$ cat config.mk
export PLATFORM = sky130hd
export DESIGN_NAME = if_fetch
export DESIGN_NICKNAME = d
export VERILOG_FILES = /design/src/rtl/if_fetch.sv
export SDC_FILE = /design/constraint.sdc
export NUM_CORES = 1
export LEC_CHECK = 0
export BUFFER_PORTS_ARGS = -buffer_cell sky130_fd_sc_hd__clkbuf_2
export CORE_MARGIN = 4
export CORE_UTILIZATION = 57
export DETAILED_ROUTE_END_ITERATION = 8
export GPL_ROUTABILITY_DRIVEN = 0
export HOLD_SLACK_MARGIN = 0.05
export PLACE_DENSITY = 0.77
export REMOVE_ABC_BUFFERS = 1
export SLEW_MARGIN = 20
export SYNTH_ARGS = -nofsm -noshare
export SYNTH_HDL_FRONTEND = slang
export SYNTH_SLANG_ARGS = --single-unit
$ cat constraint.sdc
create_clock -name clk -period 4.1 [get_ports clk]
set_input_delay 0.205 -clock clk [delete_from_list [all_inputs] [get_ports clk]]
set_output_delay 0.205 -clock clk [all_outputs]
set_load 0.01 [all_outputs]
$ cat src/rtl/if_fetch.sv
// ---------------------------------------------------------------------------
// if_fetch
//
// Instruction-fetch stage. It generates sequential PCs and issues one
// request per word to instruction memory. Returned words are buffered in an
// in-order FIFO, and the stage drives the registered {pc, inst} pair that
// the decode stage consumes. Pipeline control can stall decode, or it can
// redirect fetch to a new PC. A redirect discards every fetch still in flight.
//
// Ports
//   clk            in   1   clock, rising edge
//   rst            in   1   asynchronous reset, active-low (0 = reset)
//   stall_i        in   1   1 = hold decode outputs
//   redirect_i     in   1   1 = restart fetch at redirect_pc_i
//   redirect_pc_i  in   32  new PC, word aligned
//   imem_req_o     out  1   fetch request, one-cycle pulse per word
//   imem_addr_o    out  32  fetch address, valid while imem_req_o=1
//   imem_ack_i     in   1   returned word valid
//   imem_rdata_i   in   32  returned instruction word
//   id_pc_o        out  32  PC of the instruction presented to decode
//   id_inst_o      out  32  instruction presented to decode
//   id_valid_o     out  1   1 = id_pc_o/id_inst_o hold a real fetch
// ---------------------------------------------------------------------------
module if_fetch #(
    parameter logic [31:0] RESET_PC   = 32'h0000_0000,
    parameter int          FIFO_DEPTH = 4
) (
    input  logic        clk,
    input  logic        rst,
    input  logic        stall_i,
    input  logic        redirect_i,
    input  logic [31:0] redirect_pc_i,
    output logic        imem_req_o,
    output logic [31:0] imem_addr_o,
    input  logic        imem_ack_i,
    input  logic [31:0] imem_rdata_i,
    output logic [31:0] id_pc_o,
    output logic [31:0] id_inst_o,
    output logic        id_valid_o
);

    localparam int PTR_W = $clog2(FIFO_DEPTH);
    localparam int CNT_W = PTR_W + 1;

    localparam logic [CNT_W:0]   DEPTH_V = (CNT_W+1)'(FIFO_DEPTH);
    localparam logic [CNT_W-1:0] CNT_ONE = CNT_W'(1);
    localparam logic [PTR_W-1:0] PTR_ONE = PTR_W'(1);

    logic [31:0]      pc;
    logic [CNT_W-1:0] out_cnt;
    logic [CNT_W-1:0] drop_cnt;
    logic [CNT_W-1:0] fifo_cnt;
    logic [PTR_W-1:0] fifo_wr_ptr;
    logic [PTR_W-1:0] fifo_rd_ptr;
    logic [PTR_W-1:0] pcq_wr_ptr;
    logic [PTR_W-1:0] pcq_rd_ptr;

    logic [31:0] fifo_pc_mem   [FIFO_DEPTH];
    logic [31:0] fifo_inst_mem [FIFO_DEPTH];
    logic [31:0] pcq_mem       [FIFO_DEPTH];

    logic [CNT_W:0] credit_used;
    logic           issue;
    logic           ack_ok;
    logic           ack_keep;
    logic           ack_drop;
    logic           fifo_empty;
    logic           do_pop;

    // The in-flight and buffered words together may never exceed the FIFO
    // depth. Every outstanding ack therefore has a free FIFO slot, even if
    // decode stalls for a long time. A stray ack with nothing outstanding
    // is ignored. The PC queue holds entries only for acks that will be
    // kept. Dropped acks therefore do not touch it.
    always_comb begin
        credit_used = {1'b0, out_cnt} + {1'b0, fifo_cnt};
        issue       = rst & ~redirect_i & (credit_used < DEPTH_V);
        ack_ok      = imem_ack_i & (out_cnt != '0);
        ack_keep    = ack_ok & (drop_cnt == '0) & ~redirect_i;
        ack_drop    = ack_ok & (drop_cnt != '0);
        fifo_empty  = (fifo_cnt == '0);
        do_pop      = ~stall_i & ~fifo_empty & ~redirect_i;
    end

    assign imem_req_o  = issue;
    assign imem_addr_o = pc;

    // Control state: fetch PC, outstanding and drop counters, queue
    // pointers, and the decode register. A redirect flushes both queues.
    // Every request still outstanding, minus one acked in this same cycle,
    // becomes a word that must be dropped.
    always_ff @(posedge clk or negedge rst) begin
        if (!rst) begin
            pc          <= RESET_PC;
            out_cnt     <= '0;
            drop_cnt    <= '0;
            fifo_cnt    <= '0;
            fifo_wr_ptr <= '0;
            fifo_rd_ptr <= '0;
            pcq_wr_ptr  <= '0;
            pcq_rd_ptr  <= '0;
            id_pc_o     <= '0;
            id_inst_o   <= '0;
            id_valid_o  <= 1'b0;
        end else begin
            if (issue && !ack_ok) begin
                out_cnt <= out_cnt + CNT_ONE;
            end else if (!issue && ack_ok) begin
                out_cnt <= out_cnt - CNT_ONE;
            end

            if (redirect_i) begin
                pc          <= redirect_pc_i;
                drop_cnt    <= out_cnt - (ack_ok ? CNT_ONE : '0);
                fifo_cnt    <= '0;
                fifo_wr_ptr <= '0;
                fifo_rd_ptr <= '0;
                pcq_wr_ptr  <= '0;
                pcq_rd_ptr  <= '0;
            end else begin
                if (issue) begin
                    pc         <= pc + 32'd4;
                    pcq_wr_ptr <= pcq_wr_ptr + PTR_ONE;
                end
                if (ack_keep) begin
                    pcq_rd_ptr  <= pcq_rd_ptr + PTR_ONE;
                    fifo_wr_ptr <= fifo_wr_ptr + PTR_ONE;
                end
                if (ack_drop) begin
                    drop_cnt <= drop_cnt - CNT_ONE;
                end
                if (do_pop) begin
                    fifo_rd_ptr <= fifo_rd_ptr + PTR_ONE;
                end
                if (ack_keep && !do_pop) begin
                    fifo_cnt <= fifo_cnt + CNT_ONE;
                end else if (!ack_keep && do_pop) begin
                    fifo_cnt <= fifo_cnt - CNT_ONE;
                end
            end

            if (!stall_i) begin
                if (do_pop) begin
                    id_pc_o    <= fifo_pc_mem[fifo_rd_ptr];
                    id_inst_o  <= fifo_inst_mem[fifo_rd_ptr];
                    id_valid_o <= 1'b1;
                end else begin
                    id_pc_o    <= '0;
                    id_inst_o  <= '0;
                    id_valid_o <= 1'b0;
                end
            end
        end
    end

    // Queue storage. It needs no reset, because the pointers and counts
    // above decide which entries are live.
    always_ff @(posedge clk) begin
        if (issue) begin
            pcq_mem[pcq_wr_ptr] <= pc;
        end
        if (ack_keep) begin
            fifo_pc_mem[fifo_wr_ptr]   <= pcq_mem[pcq_rd_ptr];
            fifo_inst_mem[fifo_wr_ptr] <= imem_rdata_i;
        end
    end

endmodule

==> qor.txt, run 1 <==
outcome = finished clean
ys flop type = edfxtp_1
share of post-route cells with drive strength above 1 = 0.2902
Filler Cells Inserted = 2077
Synth warnings = 0
P&R area growth vs syn = 18.77%
H-tree Lvls = 2
Setup violations, final = 0
Routed Antenna Nets = 0
drt total wl = 40310 µm
CP Cell Sequence = ha_1 -> nor4b_4 -> nand2_1 -> nor2_1 -> ha_1 -> inv_1 -> fa_1 -> xor2_1 -> nor2_1 -> xor2_1
clk_skew = 0.02220 ns
NumNets Final = 1331
Clock Path Buffers = 3
clock-pin slew on the worst setup and hold paths = 0.06 ns
Via-to-Cell Ratio = 6.053
PostCTS Resize Cnt = 0
setup repair bufs after CTS = 0
startpoint type of the worst setup path = register
Core Rows = 66
residual DRC count = 0
Fin. Hold Viols = 0
CTS tree = yes
crit path time final = 3.202 ns
register area share after synthesis = 0.7493
WP data arrival = 3.67 ns
via count = 10440
WS Path Type = register to register
Max Clk Rate = 0.3123 GHz
max incr delay on CP = 0.51 ns
Commonest cells post-synth = edfxtp_1, dfrtp_1, mux4_2, a22o_1, clkbuf_1
drt pass-1 iters = 5
setup TNS = 0 ns
Worst Path Max Fanout = 9
fin area = 22800 µm²
Yosys top cell area share = 0.6007
Die Height = 191.5 µm
area leader, netlist = edfxtp_1
clock sink count = 498
Least-Margin Pin Slew = 1.035 ns
RSZ-0062 raised after global routing = no
initial antenna violation count = 0
Mean Syn Cell Area = 19.29 µm²
footprint of the multi-input gates = 4566 µm²
count of pins over their slew limit = 0
Period Utilization, post-route = 0.7809
Critical Path RT = 4.57 ns
headroom to the max-slew limit = 0.3102
I/O Buffers = 166
slowest stage cell, crit path = nor4b_4
area post-placement = 20620 µm²
Worst IR Drop VDD = 306.6 µV
largest net degree at the start of global routing = 66
Post-synth EDFFs = 384
n_diodes = 0
GRT Residual Overflow = 0
Post-synth ARST share = 0.2289
Root Buffer = clkbuf_16
die extent in x = 191.5 µm
core area = 32870 µm²
post-synthesis cell count = 995
first-pass GRT wire length = 63250 µm
Starting DRT DRC Count = 764
Cell Pwr Density = 558.5 nW/µm²
most frequent cell after synthesis = edfxtp_1
Distinct cells, synth = 49
total CTS buffers = 48
worst min-delay path category = input pin to register
total track usage = 0.2245
family with the most delay on the worst path = simple AND/OR/NAND/NOR gates
max-cap viol count = 0
Post-DP HPWL = 23340 µm
synth top area cells = edfxtp_1, dfrtp_1, mux4_2
clk_lat worst skew = 0.56 ns
worst path buffer plus inverter count = 1
Avg WL per Cell = 23.38 µm
area of the mapped netlist = 19200 µm²
number of synthesized register bits = 498
die area = 36680 µm²
Lkg Pwr = 8.213 nW
Initial Util = 0.5841
Seq. cell area = 14400 µm²
Crit. End Element = register
# IOs = 167
vias in the first global route = 10880
-- worst paths after layout --
| path | start | end | slack [ns] | cells after the start |
|---|---|---|---|---|
| max reg2reg | out_cnt[2] | out_cnt[2] | 0.90 | 10 |
| max | out_cnt[2] | out_cnt[2] | 0.90 | 10 |
| min in group asynchronous | rst | id_inst_o[27] | 0.44 | 3 |
| min | redirect_pc_i[31] | imem_addr_o[31] | 0.09 | 4 |
| min reg2reg | id_valid_o | id_valid_o | 0.48 | 1 |
| max in group asynchronous | rst | id_pc_o[0] | 2.86 | 3 |
-- registers in the layout (all words and copies together) (netlist names) --
name and cells:
fifo_inst_mem 128, fifo_pc_mem 128, pcq_mem 128, id_inst_o 32, id_pc_o 32, imem_addr_o 32
drop_cnt 3, fifo_cnt 3, out_cnt 3, fifo_rd_ptr 2, fifo_wr_ptr 2, pcq_rd_ptr 2
pcq_wr_ptr 2, id_valid_o 1
-- cell families (layout without fill, tap and decap cells) --
group | count (synthesis) | count (layout) | share of synthesized area
adders and majority gates | 18 | 18 | 0.01251
AOI/OAI and AO/OA | 124 | 124 | 0.05129
xor gates and xnor gates | 19 | 19 | 0.008668
buffers and inverters | 69 | 356 | 0.01421
DFF | 498 | 498 | 0.7493
and+or+nand+nor | 163 | 163 | 0.04686
muxes | 104 | 104 | 0.1172
-- final cells by class --
type / count / area share
sequential: 498 / 0.6313
clock inverter: 28 / 0.01004
clock buffer: 60 / 0.05691
timing repair buffer: 251 / 0.07441
multi-input combinational: 428 / 0.2002
tap: 442 / 0.02426
inverter: 17 / 0.002799
-- report_power, final --
part	total (mW)	internal, mW	switching (mW)
Sequential	6.43	5.97	0.462
Clock	4.25	2.44	1.82
Combinational	2.05	1.04	1.01
Total	12.7	9.45	3.29
-- layer usage --
layer,routed length [µm],part of all wire,global-route usage,up-vias
met5,0,0,0,-
met4,828,0.021,0.05608,0
met3,2741,0.068,0.03835,61
met2,19900,0.49,0.3659,426
met1,16840,0.42,0.3238,5392
li1,-,-,-,4556
-- metrics by stage --
stage | cells | util | setup WS [ns] | hold WS (ns) | power (mW)
CTS | 1724 | 0.6937 | 0.9089 | 0.07995 | 12.84
global route | 1724 | 0.6937 | 0.6749 | 0.1158 | 13.32
floorplan | 943 | - | -0.08869 | -0.09059 | 7.783
global placement | 1571 | 0.6274 | 1.039 | 0.09563 | 8.469
detailed placement | 1571 | 0.6275 | 0.9283 | 0.09385 | 8.552
finish | 1724 | 0.6937 | 0.8982 | 0.09387 | 12.73
-- tightest hold or removal path: cells and delay by family --
family / cells / cell delay (ns)
buf+inv: 1 / 0.14
compound gates: 2 / 0.15
simple gates: 1 / 0.10
-- layout by cell type (no fill, tap or decap), types with 4 or more instances in the layout --
cell type        n
ha_1            16
o21ai_0         16
mux4_2          96
clkinv_1         7
and3_1           5
and3_4           4
clkbuf_16       49
nand3_1         19
clkbuf_2       165
nor4_1           6
and2_1           7
nor2b_1          6
a31oi_1          9
nand4_1         16
nor3_1           8
edfxtp_1       384
buf_12           5
a21oi_1          4
xor2_1           7
clkinv_2        13
or4_1            9
a22o_1          64
dlygate4sd3_1   65
nor2_1          31
and4_1           7
nand2_1         31
mux2_2           6
a22oi_1          4
clkbuf_1         8
xnor2_1         12
dfrtp_1        111
o31ai_1          7
inv_1           17
buf_4           16
-- what timing repair did --
action,4_1_cts,5_1_grt
hold buffers,65,0
hold endpoints to repair,172,0
setup endpoints to repair,0,0
Note: power is estimated with default switching activity, not from simulation.
==> inputs of run 2 (changes only) <==
- CORE_UTILIZATION: 57 -> 53
- PLACE_DENSITY: 0.77 -> 0.75
- clock period: 4.1 -> 2.9 ns (I/O delays scaled with it)
==> run 2 against run 1 <==
  * Combinational power up 52%
  * Setup slack got worse by 0.62 ns
  * Sequential share of layout area shrank 1.2 points
  * Die area is 7.2% higher
  * Design area grew 1.9%
  * Flip-flop and latch count did not move
  * Cell count increased by 2.1%
  * Fmax grew 22%
  * Total power up 47%
  * Wire length is 2.5% higher
  * Largest cell class unchanged
==> qor.txt, run 2 (synthesis results as in run 1) <==
footprint of the multi-input gates = 4566 µm²
Avg WL per Cell = 23.46 µm
Setup violations, final = 0
Lkg Pwr = 8.408 nW
die area = 39330 µm²
Filler Cells Inserted = 2355
clock-pin slew on the worst setup and hold paths = 0.06 ns
Post-DP HPWL = 24130 µm
die extent in x = 198.3 µm
max-cap viol count = 0
biggest regs = fifo_inst_mem: 128 flops, fifo_pc_mem: 128 flops, pcq_mem: 128 flops
drt total wl = 41320 µm
r2r worst-path depth = 6
Worst Path Max Fanout = 13
Starting DRT DRC Count = 688
WP data arrival = 3.09 ns
commonest non-fill, non-tap cell in the layout = edfxtp_1
vias in the first global route = 10880
Root Buffer = clkbuf_16
via count = 10440
Worst IR Drop VDD = 477.5 µV
clock sink count = 498
Critical Path RT = 3.36 ns
WS Path Type = register to register
residual DRC count = 0
headroom to the max-slew limit = 0.4951
RSZ-0062 raised after global routing = no
CTS tree = yes
outcome = finished clean
reg2reg start = out_cnt[2]
P&R area growth vs syn = 21.07%
Period Utilization, post-route = 0.9053
# IOs = 167
Cell Pwr Density = 806.1 nW/µm²
Hold Path Stages = 4
Crit. End Element = register
initial antenna violation count = 0
Tot Pwr = 18.74 mW
crit path time final = 2.625 ns
drt pass-1 iters = 5
Seq. cell area = 14390 µm²
FF-to-FF End = imem_addr_o[26]
Clock Path Buffers = 3
commonest cells after routing, fill and taps aside = edfxtp_1, clkbuf_2, dfrtp_1
startpoint type of the worst setup path = register
Initial Util = 0.5384
max incr delay on CP = 0.63 ns
Fin. Hold Viols = 0
Die Height = 198.3 µm
Least-Margin Pin Slew = 0.7574 ns
CP Cell Sequence = ha_1 -> nor4b_4 -> buf_4 -> nand4_1 -> or4_1 -> a31oi_1
clk_lat worst skew = 0.55 ns
share of post-route cells with drive strength above 1 = 0.3008
total CTS buffers = 49
largest net degree at the start of global routing = 66
H-tree Lvls = 2
first-pass GRT wire length = 64040 µm
final core utilization = 0.6519
clk_skew = 0.01985 ns
GRT Residual Overflow = 0
Reg2Reg Setup Slack = 0.27 ns
n_diodes = 0
hold path start = imem_ack_i
PostCTS Resize Cnt = 0
NumNets Final = 1346
core area = 35660 µm²
Routed Antenna Nets = 0
I/O Buffers = 166
Via-to-Cell Ratio = 5.926
Max Clk Rate = 0.3809 GHz
Core Rows = 69
slowest stage cell, crit path = or4_1
count of pins over their slew limit = 0
worst min-delay path category = input pin to register
total track usage = 0.2135
Hold Path End = out_cnt[0]
## run 2: what timing repair did
item / 4_1_cts / 5_1_grt
setup endpoints to repair: 0 / 0
endpoints found under the hold margin: 222 / 0
hold buffers: 66 / 0
setup buffers: 0 / 0
## run 2: worst max path at each step
stage | startpoint | to | slack, ns | cells past startpoint
after floorplan | fifo_cnt[0] | id_inst_o[0] | -1.29 | 3
after global placement | out_cnt[2] | imem_addr_o[24] | 0.35 | 6
after detailed placement | out_cnt[2] | imem_addr_o[24] | 0.25 | 6
after CTS | out_cnt[2] | imem_addr_o[24] | 0.22 | 6
after global routing | out_cnt[2] | imem_addr_o[24] | 0.08 | 6
final | out_cnt[2] | imem_addr_o[26] | 0.27 | 6
## run 2: cell type report
cell class / count / area share
inverters: 17 / 0.002745
repair buffers: 265 / 0.08263
clock buffers: 68 / 0.06019
multi-input cells: 428 / 0.1964
clock inverters: 24 / 0.01394
well taps: 461 / 0.02482
flip-flops and latches: 498 / 0.6192
## run 2: critical path: cells and delay by family, from the launching register on
kind	cells	cell delay [ns]
and+or+nand+nor	3	1.34
adders and majority gates	1	0.36
buffers and inverters	1	0.20
DFF	1	0.45
AOI/OAI and AO/OA	1	0.18
## run 2: report_power, final
part	total (mW)	leakage [nW]	switching, mW	internal [mW]
clock network	6.63	0.850	2.61	4.01
registers	8.99	4.93	0.552	8.44
logic	3.12	2.63	1.55	1.57
## run 2: layer usage
layer  track usage  up-vias  routed length [µm]
li1              -     4581                   -
met1        0.3066     5428               17350
met4       0.05101        0                 758
met5             0        -                   0
met2        0.3504      370               20490
met3       0.03573       57                2731
## run 2: stage by stage
stage | setup WS [ns] | instances | TNS (ns) | hold WS (ns) | area (µm²)
2_1_floorplan | -1.289 | 943 | -177.36 | -0.1506 | 18990
3_3_place_gp | 0.3494 | 1603 | 0 | -0.005049 | 20860
3_5_place_dp | 0.2523 | 1603 | 0 | -0.002153 | 20860
4_1_cts | 0.2244 | 1761 | 0 | 0.07673 | 23240
5_1_grt | 0.08171 | 1761 | 0 | 0.1397 | 23240
6_report | 0.2747 | 1761 | 0 | 0.1018 | 23240
